--- config.mk ---
export PLATFORM = sky130hd
export DESIGN_NAME = hyperbus_arbiter
export DESIGN_NICKNAME = d
export VERILOG_FILES = /design/src/rtl/hyperbus_arbiter.sv
export SDC_FILE = /design/constraint.sdc
export NUM_CORES = 1
export LEC_CHECK = 0
export ABC_AREA = 0
export CAP_MARGIN = 20
export CORE_UTILIZATION = 28
export CTS_CLUSTER_SIZE = 14
export DETAILED_ROUTE_END_ITERATION = 8
export PLACE_DENSITY = 0.88
export SYNTH_ARGS = -nofsm -noshare
export SYNTH_HDL_FRONTEND = slang
export SYNTH_SLANG_ARGS = --single-unit
--- constraint.sdc ---
create_clock -name hbus_clk -period 1.6 [get_ports hbus_clk]
set_input_delay 0.48 -clock hbus_clk [delete_from_list [all_inputs] [get_ports hbus_clk]]
set_output_delay 0.48 -clock hbus_clk [all_outputs]
set_load 0.03 [all_outputs]
--- src/rtl/hyperbus_arbiter.sv ---
// Round-robin arbiter that shares one hyperbus native memory port between
// NUM_PORTS requesters, with per-transaction grant hold, idle gap and watchdog.
module hyperbus_arbiter #(
    parameter int NUM_PORTS       = 2,
    parameter int HBUS_ADDR_WIDTH = 32,
    parameter int HBUS_DATA_WIDTH = 16,
    parameter int GAP_CYCLES      = 1,
    parameter int TIMEOUT         = 1024,
    localparam int PW = (NUM_PORTS > 1) ? $clog2(NUM_PORTS) : 1,
    localparam int MW = HBUS_DATA_WIDTH / 8
) (
    input  logic                                 hbus_clk,
    input  logic                                 hbus_rst,
    input  logic [NUM_PORTS-1:0]                 m_rrq_i,
    input  logic [NUM_PORTS-1:0]                 m_wrq_i,
    input  logic [NUM_PORTS*HBUS_ADDR_WIDTH-1:0] m_adr_i,
    input  logic [NUM_PORTS*HBUS_DATA_WIDTH-1:0] m_dat_i,
    input  logic [NUM_PORTS*MW-1:0]              m_mask_i,
    output logic [HBUS_DATA_WIDTH-1:0]           m_dat_o,
    output logic [NUM_PORTS-1:0]                 m_valid_o,
    output logic [NUM_PORTS-1:0]                 m_ready_o,
    output logic [NUM_PORTS-1:0]                 m_gnt_o,
    output logic [HBUS_ADDR_WIDTH-1:0]           hbus_adr_o,
    output logic [HBUS_DATA_WIDTH-1:0]           hbus_dat_o,
    output logic [MW-1:0]                        hbus_mask_o,
    output logic                                 hbus_rrq,
    output logic                                 hbus_wrq,
    input  logic [HBUS_DATA_WIDTH-1:0]           hbus_dat_i,
    input  logic                                 hbus_ready,
    input  logic                                 hbus_valid,
    output logic [PW-1:0]                        cur_port_o,
    output logic                                 busy_o,
    output logic                                 timeout_o,
    output logic                                 err_o
);

    localparam int WDW = (TIMEOUT > 2) ? $clog2(TIMEOUT) : 1;
    localparam logic [WDW-1:0] WD_LAST  = WDW'(TIMEOUT - 1);
    localparam logic [3:0]     GAP_LAST = (GAP_CYCLES > 0) ? 4'(GAP_CYCLES - 1) : 4'd0;

    typedef enum logic [1:0] {
        ST_IDLE   = 2'd0,
        ST_ACTIVE = 2'd1,
        ST_GAP    = 2'd2
    } state_e;

    // With no gap configured a released grant goes straight back to arbitration.
    localparam state_e REL_STATE = (GAP_CYCLES == 0) ? ST_IDLE : ST_GAP;

    state_e               state_q;
    logic [NUM_PORTS-1:0] gnt_q;
    logic [NUM_PORTS-1:0] mask_q;
    logic [NUM_PORTS-1:0] mask_d;
    logic [PW-1:0]        cur_port_q;
    logic [PW-1:0]        last_port_q;
    logic [WDW-1:0]       wd_cnt_q;
    logic [3:0]           gap_cnt_q;
    logic                 timeout_q;
    logic                 err_q;

    logic [NUM_PORTS-1:0] req;
    logic                 win_valid;
    logic [PW-1:0]        win_idx;
    logic                 active;
    logic                 g_rrq;
    logic                 g_wrq;

    assign req    = (m_rrq_i | m_wrq_i) & ~mask_q;
    assign active = (state_q == ST_ACTIVE);
    assign g_rrq  = m_rrq_i[cur_port_q];
    assign g_wrq  = m_wrq_i[cur_port_q];

    // Scan starts just after the last winner, so a port that just finished
    // is the last one considered.
    always_comb begin
        win_valid = 1'b0;
        win_idx   = '0;
        for (int i = 1; i <= NUM_PORTS; i++) begin
            if (!win_valid && req[(int'(last_port_q) + i) % NUM_PORTS]) begin
                win_valid = 1'b1;
                win_idx   = PW'((int'(last_port_q) + i) % NUM_PORTS);
            end
        end
    end

    assign mask_d = mask_q & (m_rrq_i | m_wrq_i);

    always_ff @(posedge hbus_clk or posedge hbus_rst) begin
        if (hbus_rst) begin
            state_q     <= ST_IDLE;
            gnt_q       <= '0;
            mask_q      <= '0;
            cur_port_q  <= '0;
            last_port_q <= PW'(NUM_PORTS - 1);
            wd_cnt_q    <= '0;
            gap_cnt_q   <= '0;
            timeout_q   <= 1'b0;
            err_q       <= 1'b0;
        end else begin
            timeout_q <= 1'b0;
            mask_q    <= mask_d;
            case (state_q)
                ST_IDLE: begin
                    if (win_valid) begin
                        state_q     <= ST_ACTIVE;
                        gnt_q       <= NUM_PORTS'(1) << win_idx;
                        cur_port_q  <= win_idx;
                        last_port_q <= win_idx;
                        wd_cnt_q    <= '0;
                    end
                end
                ST_ACTIVE: begin
                    if (g_rrq && g_wrq) begin
                        err_q <= 1'b1;
                    end
                    if (!(g_rrq || g_wrq)) begin
                        state_q   <= REL_STATE;
                        gnt_q     <= '0;
                        gap_cnt_q <= '0;
                    end else if (wd_cnt_q == WD_LAST) begin
                        state_q   <= REL_STATE;
                        gnt_q     <= '0;
                        gap_cnt_q <= '0;
                        timeout_q <= 1'b1;
                        mask_q    <= mask_d | (NUM_PORTS'(1) << cur_port_q);
                    end else begin
                        wd_cnt_q <= wd_cnt_q + 1'b1;
                    end
                end
                ST_GAP: begin
                    if (gap_cnt_q == GAP_LAST) begin
                        state_q <= ST_IDLE;
                    end else begin
                        gap_cnt_q <= gap_cnt_q + 1'b1;
                    end
                end
                default: state_q <= ST_IDLE;
            endcase
        end
    end

    // Strobes and data are a pure mux gated by ACTIVE so reset drops them at once.
    assign hbus_rrq    = active & g_rrq;
    assign hbus_wrq    = active & g_wrq & ~g_rrq;
    assign hbus_adr_o  = active ? m_adr_i[cur_port_q*HBUS_ADDR_WIDTH +: HBUS_ADDR_WIDTH] : '0;
    assign hbus_dat_o  = active ? m_dat_i[cur_port_q*HBUS_DATA_WIDTH +: HBUS_DATA_WIDTH] : '0;
    assign hbus_mask_o = active ? m_mask_i[cur_port_q*MW +: MW] : '0;
    assign m_valid_o   = active ? (NUM_PORTS'(hbus_valid) << cur_port_q) : '0;
    assign m_ready_o   = active ? (NUM_PORTS'(hbus_ready) << cur_port_q) : '0;
    assign m_dat_o     = hbus_dat_i;
    assign m_gnt_o     = gnt_q;
    assign cur_port_o  = cur_port_q;
    assign busy_o      = (state_q != ST_IDLE);
    assign timeout_o   = timeout_q;
    assign err_o       = err_q;

endmodule
======== Yosys cells after proc, flatten, opt, wreduce, memory -nomap -nowiden ========
Cells that the tools add are included.
cells by class
  add/subtract/negate cells ............... 4
  order comparisons ....................... 3
  eq/ne operators ......................... 9
  shift-type cells ........................ 7
  mux-type cells .......................... 42
  bitwise operators ....................... 11
  reductions and logical operators ........ 15
operator list
  cell                   count
  $shiftx 64x7->32       1
  $mux 32                1
  $shiftx 32x6->16       1
  $mux 10                3
  $mux 2                 13
  $pmux 10 s2            1
  $mux 1                 17
  $mux 16                1
  $mux 4                 3
  $add 10x1->10 const B  1
  $eq 10x10->1 const B   1
  $reduce_and 3->1       3
  $ne 2x2->1 const B     4
  $pmux 4 s2             1
  $lt 2x3->1 const B     2
  $pmux 2 s3             1
  $reduce_bool 2->1      3
  $add 4x1->4 const B    1
  $and 2x2->2            2
  $logic_not 4->1        1
  $or 2x2->2             2
  $pmux 2 s2             1
  $reduce_and 2->1       2
  $reduce_and 4->1       1
  17 further kinds       24
word-level totals
  bits in registers ....................... 24
  input port bits ......................... 124
  output and inout port bits .............. 78
  word-level logic and storage cells ...... 100

======== Logic depth before layout (Yosys ltp) ========
Gate-level depths: netlist (run 1).
  depth in word-level cells ............... 12
  depth in mapped cells ................... 6
  gate-level depth less buffers ........... 5

======== Worst setup path before layout (run 1) ========
OpenSTA, ideal clock, no wires.
  kind .................................... reg2out
  from .................................... register cur_port_q, in the netlist cur_port_o
  to ...................................... output hbus_wrq
  arrival time ............................ 1.729 ns
  data required time ...................... 1.120 ns
  slack ................................... -0.609 ns
  stages on the path, launching flop included .. 5
  path buffers ............................ 2
  path through ............................ dfrtp_1 clkbuf_1 buf_1 a32oi_1 nor2_1
on the way
  longest elaborated chain between the ends .. 4
  elaborated cells between the ends (all ways) .. 7
  those cells by class .................... 4 x mux; 3 x bitwise
RTL lines
  element                                          line    text
  start, declared                                  54      logic [PW-1:0] cur_port_q;
  start signal, assigned                           107     cur_port_q <= win_idx;
  $mux 1 (on tied branches) (2 in series)          71, 70
  $and 1x1->1 / $not 1->1 (equally long branches)  144     assign hbus_wrq = active & g_wrq & ~g_rrq;
  $and 1x1->1 *                                    144
  end, declared                                    27      output logic hbus_wrq,
Mark *: on every way between the ends. The rest lies on a longest branch, timed or not. The select of a mux whose other input is x is not followed.

======== Final worst setup path (run 1) ========
  from .................................... register cur_port_q, in the netlist cur_port_o
  to ...................................... output hbus_adr_o[28]
on the way
  longest elaborated chain between the ends .. 2
RTL lines
  element           line  text
  $shiftx 64x7->32  145   assign hbus_adr_o = active ? m_adr_i[cur_port_q*HBUS_ADDR_WIDTH +: HBUS_ADDR_WIDTH] : '0;
  $mux 32           145
  end, declared     23    output logic [HBUS_ADDR_WIDTH-1:0] hbus_adr_o,
Every way passes these cells.

==> metrics.txt, run 1 <==
CTS tree built; share of power burned in registers 8.8%; Psw 5.221 mW; largest net degree at the start of global routing 27; Synth cell types 49; post-synthesis sequential area ratio 27.42%; initial DRC count 113; clock slew seen by the registers of the worst setup and hold paths 90 ps; Post-DP HPWL 7359 um; status complete, but fails checks; Slew Limit Fails 0; Worst Tran Pin Value 335.6 ps; H-tree depth 1; clk_skew 4.711 ps; GPL Wtd Cong 0.9003; min Tclk post-route 2102 ps; residual DRC count 0; Power Total 10.71 mW; Setup Viol. Count Final 76; Switching Fraction 48.76%; setup_tns -26,530 ps; Placement Setup Slack -613.6 ps; most frequent cells in the layout clkdlybuf4s50_1 (103), buf_4 (74), nor2_4 (53); grt ovf 0; top sig layer met4; most common cell after layout, fill and taps aside clkdlybuf4s50_1; post-synthesis cell area 0.002195 mm2; Startpoint Class flop; Power Dens Cells 1948 mW/mm2; site row count 31; drt via density 5.042; total track usage 24.31%; violated checks negative setup slack; Nets 601; wire length per cell 19.89 um; critical path class flop to primary output; Syn Nets 393; DRT met1 WL 3735 um; share of cells above drive strength 1 53.28%; P_int 5.487 mW; Core Area 0.007408 mm2; Ports 202; Mapped Cells 266; Hold Vio Cnt, Final 0; leakage power 2.233 nW; f_max 475.7 MHz; clock tree buffer depth 2; post-detailed-route count of antenna-violating nets 0; Slew HR 76.98%; n_diodes 0; final period utilization 131.4%; Root Buffer clkbuf_8; first-pass GRT wire length 15,610 um; die height 90.53 um; Critical Path Start cur_port_o; VDD IR max 0.9265 mV; area grow syn2layout 150.5%; number of max-cap violations 0; Die Wd 90.53 um; CTS buffer count 3; Seq cells post-synth 24; initial core utilization 29.62%; WP data required 1120 ps; clk_lat worst skew 280 ps; Hold Path Class input pin to asynchronous set/reset pin; Post-CTS Hold Fix Bufs 0; clk sinks 24; initial antenna violation count 0; die area 0.008196 mm2; Finished Cell Area 0.005498 mm2; fillers 498; wire length on met3 648 um; # port buffers 169; Hold Slack 515.0 ps; crit end category primary output; setup slack after layout -502.3 ps; vias in the first global route 3,078; RSZ-0062 raised after global routing true; worst-path fanout max 26; combinational share of power 86.1%; post-placement cell area 0.004591 mm2; drt total wl 11,380 um; r2r startpoint cur_port_o; Syn Area/Cell 8.250 um2; WL met2 6594 um; yosys warns 0; Pre-antenna DRT Iters 4; vias after detailed routing 2,884; Clock Power Share 5.1%; Arr. time, crit path 1620 ps
[cell type report]
class / count / area, um2 / share of cell area, %
inverter: 9 / 33.78 / 0.6145
multi-input combinational: 203 / 2275 / 41.37
timing repair buffer: 233 / 2387 / 43.42
tap: 99 / 123.9 / 2.253
clock buffer: 3 / 41.29 / 0.7510
clock inverter: 1 / 30.03 / 0.5462
sequential: 24 / 606.8 / 11.04
[worst max-delay path, cell delays in order, from the launching register on]
cell and delay [ps]:
dfrtp_4 480, buf_12 230, mux2i_1 370, nor2_4 60, buf_4 180
[power groups by stage]
stage	combinational (mW)	sequential, mW	clock [mW]
6_report	9.22	0.945	0.547
2_1_floorplan	4.68	1.02	0
3_5_place_dp	7.09	0.960	0
5_1_grt	9.59	0.960	0.579
4_1_cts	8.26	0.934	0.546
3_3_place_gp	6.96	0.948	0
[path summary, 6_finish.rpt]
kind,end,cells after the start,slack [ps]
setup / recovery,hbus_adr_o[28],4,-500
hold / removal,m_gnt_o[0],3,520
setup reg to reg,wd_cnt_q[1],7,-280
hold reg to reg,mask_q[0],1,530
max in group asynchronous,last_port_q,3,870
min in group hbus_clk,mask_q[0],1,530
[flip-flops by register name, summed over array words and instances (netlist names)]
register,cells
state_q,2
timeout_o,1
cur_port_o,1
last_port_q,1
err_o,1
m_gnt_o,2
wd_cnt_q,10
mask_q,2
gap_cnt_q,4
[what timing repair did]
item	4_1_cts	5_1_grt
setup buffers	7	7
gates resized for setup	90	42
gates cloned	3	3
endpoints found under the hold margin	0	0
pin swaps	14	16
endpoints found under the setup margin	82	77
[per-stage QoR]
step,utilization (%),std cells
3_5_place_dp,61.97,549
2_1_floorplan,-,266
3_3_place_gp,61.97,549
6_report,74.21,572
5_1_grt,74.21,572
4_1_cts,69.67,562
[routing by layer]
metal | vias up | global-route usage [%]
met5 | - | 0
met4 | 0 | 10.75
met3 | 28 | 5.808
met2 | 118 | 48.04
met1 | 1398 | 23.41
li1 | 1340 | -
[synth_stat cells (all sizes together)]
| cell type | count | area, um2 |
|---|---|---|
| ha | 3 | 37.54 |
| o211ai | 2 | 15.01 |
| or3 | 3 | 18.77 |
| nand2 | 11 | 41.29 |
| xor2 | 1 | 8.760 |
| o21a | 2 | 15.01 |
| buf | 23 | 153.9 |
| o31a | 1 | 8.760 |
| nor3b | 2 | 15.01 |
| nand2b | 5 | 33.78 |
| nand4 | 1 | 21.27 |
| o31ai | 1 | 7.510 |
| o41ai | 1 | 8.760 |
| o21ai | 7 | 38.78 |
| nor4 | 1 | 6.260 |
| a31o | 1 | 8.760 |
| a211o | 2 | 26.28 |
| nor2 | 60 | 227.7 |
| mux2i | 53 | 530.5 |
| dfrtp | 23 | 575.6 |
| o21bai | 1 | 7.510 |
| nor3 | 4 | 25.02 |
| o21ba | 2 | 20.02 |
| a21oi | 5 | 36.29 |
| nor2b | 1 | 6.260 |
| and3 | 4 | 26.28 |
| a2111oi | 1 | 10.01 |
| or4 | 1 | 7.510 |
| inv | 9 | 33.78 |
| o22a | 2 | 17.52 |
| dfstp | 1 | 26.28 |
| a31oi | 6 | 37.54 |
| a21boi | 1 | 7.510 |
| o22ai | 2 | 12.51 |
| nand3 | 9 | 45.04 |
| a32oi | 1 | 8.760 |
| clkbuf | 8 | 30.03 |
| a21o | 4 | 30.03 |
| a211oi | 1 | 7.510 |
[kinds of logic (layout without fill, tap and decap cells)]
group | Yosys count | in the layout | synth area share [%]
and+or+nand+nor | 102 | 103 | 21.61
muxes | 53 | 53 | 24.17
DFF | 24 | 24 | 27.42
buffers and inverters | 40 | 246 | 9.920
xor gates and xnor gates | 1 | 1 | 0.3992
adders and majority gates | 3 | 3 | 1.711
AOI/OAI and AO/OA | 43 | 43 | 14.77
Note: power is estimated with default switching activity, not from simulation.
==> run 2, diff against run 1 <==
- CELL_PAD_IN_SITES_DETAIL_PLACEMENT: unset -> 0
- CELL_PAD_IN_SITES_GLOBAL_PLACEMENT: unset -> 1
- CORE_UTILIZATION: 28 -> 18
- PLACE_DENSITY: 0.88 -> unset
- PLACE_DENSITY_LB_ADDON: unset -> 0.1
==> metrics.txt, run 2 (same netlist as run 1, synthesis figures left out) <==
Power Dens Cells 1909 mW/mm2; critical path class flop to primary output; Hold Vio Cnt, Final 0; first-pass GRT wire length 14,160 um; Arr. time, crit path 1540 ps; cell count after placement 595; Critical R2R Capture wd_cnt_q[5]; VDD IR max 0.7293 mV; most common cell after layout, fill and taps aside clkdlybuf4s50_1; H-tree depth 1; max FFs per register 10; area grow syn2layout 169.7%; min Tclk post-route 2015 ps; vias in the first global route 2,770; post-detailed-route count of antenna-violating nets 0; clk_lat worst skew 260 ps; wire length per cell 16.18 um; Core Area 0.01166 mm2; fillers 996; # port buffers 169; Slew Limit Fails 0; clock tree buffer depth 2; largest net degree at the start of global routing 18; clk_skew 3.826 ps; final period utilization 126.0%; r2r startpoint cur_port_o; violated checks negative setup slack; share of cells above drive strength 1 56.60%; WP data required 1120 ps; grt ovf 0; Root Buffer clkbuf_16; Pre-antenna DRT Iters 4; drt total wl 9916 um; largest reg by FF count wd_cnt_q; post-placement cell area 0.004711 mm2; n_diodes 0; Die Wd 112.4 um; RSZ-0062 raised after global routing true; most frequent cells in the layout clkdlybuf4s50_1 (103), buf_6 (54), nor2_4 (51); Hold Path Class input pin to asynchronous set/reset pin; final core occ 50.75%; site row count 39; clk sinks 24; residual DRC count 0; initial core utilization 18.82%; initial DRC count 76; setup_tns -22,700 ps; Power Total 11.30 mW; register-to-register setup slack -240 ps; final cell count without fillers 613; Post-DP HPWL 7428 um; Post-CTS Hold Fix Bufs 0; Reg2Reg Depth 5; Finished Cell Area 0.005918 mm2; die height 112.4 um; clock slew seen by the registers of the worst setup and hold paths 60 ps; leakage power 2.271 nW; status complete, but fails checks; Placement Setup Slack -633.0 ps; FF/Latch Area 606.8 um2; Hold Slack 492.4 ps; Worst Tran Pin Value 385.4 ps; Ports 202; GPL Wtd Cong 0.7782; Nets 598; area of the multi-input gates 0.002505 mm2; Startpoint Class flop; number of max-cap violations 0; total track usage 14.15%; vias after detailed routing 2,772; Setup Viol. Count Final 68; Slew HR 74.28%; f_max 496.2 MHz; drt via density 4.522; die area 0.01264 mm2; initial antenna violation count 0; Largest regs wd_cnt_q x10, gap_cnt_q x4; crit end category primary output; CTS buffer count 3; setup slack after layout -415.3 ps; worst-path fanout max 7; CTS tree built
## run 2: cell types whose count changed in the layout (fill, tap and decap cells not counted), moves of 3 or more
| cell | before | now |
|---|---|---|
| buf_4 | 74 | 47 |
| buf_6 | 31 | 54 |
| clkbuf_16 | 3 | 7 |
| clkbuf_8 | 3 | 0 |
| mux2i_1 | 22 | 3 |
| mux2i_2 | 12 | 4 |
| mux2i_4 | 19 | 46 |
| nor2_2 | 2 | 5 |
## run 2: cell type report
type	instances	area share, %
clock buffer	3	1.268
inverter	9	0.5708
clock inverter	1	0.5074
timing repair buffer	231	42.05
tap	143	3.023
multi-input combinational	202	42.33
sequential	24	10.25
## run 2: critical path, stage by stage, from the launching register on
cell	delay, ps
dfrtp_4	490
buf_12	160
clkbuf_16	190
mux2i_4	200
nor2_4	100
buf_6	130
## run 2: per-layer routing
metal | global-route usage, % | up-vias | wire, um
met4 | 2.222 | 0 | 46
li1 | - | 1339 | -
met3 | 2.700 | 4 | 546
met2 | 27.33 | 95 | 5391
met5 | 0 | - | 0
met1 | 16.28 | 1334 | 3931
## run 2: how the worst max path moves through the flow
| stage | start | endpoint | cells after the start |
|---|---|---|---|
| 6_report | cur_port_o | hbus_adr_o[24] | 5 |
| 2_1_floorplan | cur_port_o | hbus_adr_o[10] | 4 |
| 3_5_place_dp | m_wrq_i[0] | wd_cnt_q[5] | 5 |
| 3_3_place_gp | m_wrq_i[0] | wd_cnt_q[5] | 5 |
| 4_1_cts | cur_port_o | hbus_dat_o[4] | 4 |
| 5_1_grt | cur_port_o | hbus_adr_o[30] | 5 |
## run 2: where the power goes
group	leakage [nW]	total [mW]	internal, mW	switching (mW)
combinational	1.91	9.62	4.81	4.82
sequential	0.311	0.943	0.782	0.161
clock	0.0511	0.730	0.498	0.232
## run 2: timing repair
item                                    4_1_cts  5_1_grt
endpoints found under the setup margin       83       76
resized for setup                            63      128
gates cloned                                  1        4
buffers inserted                              3        6
pin swaps                                     1       32
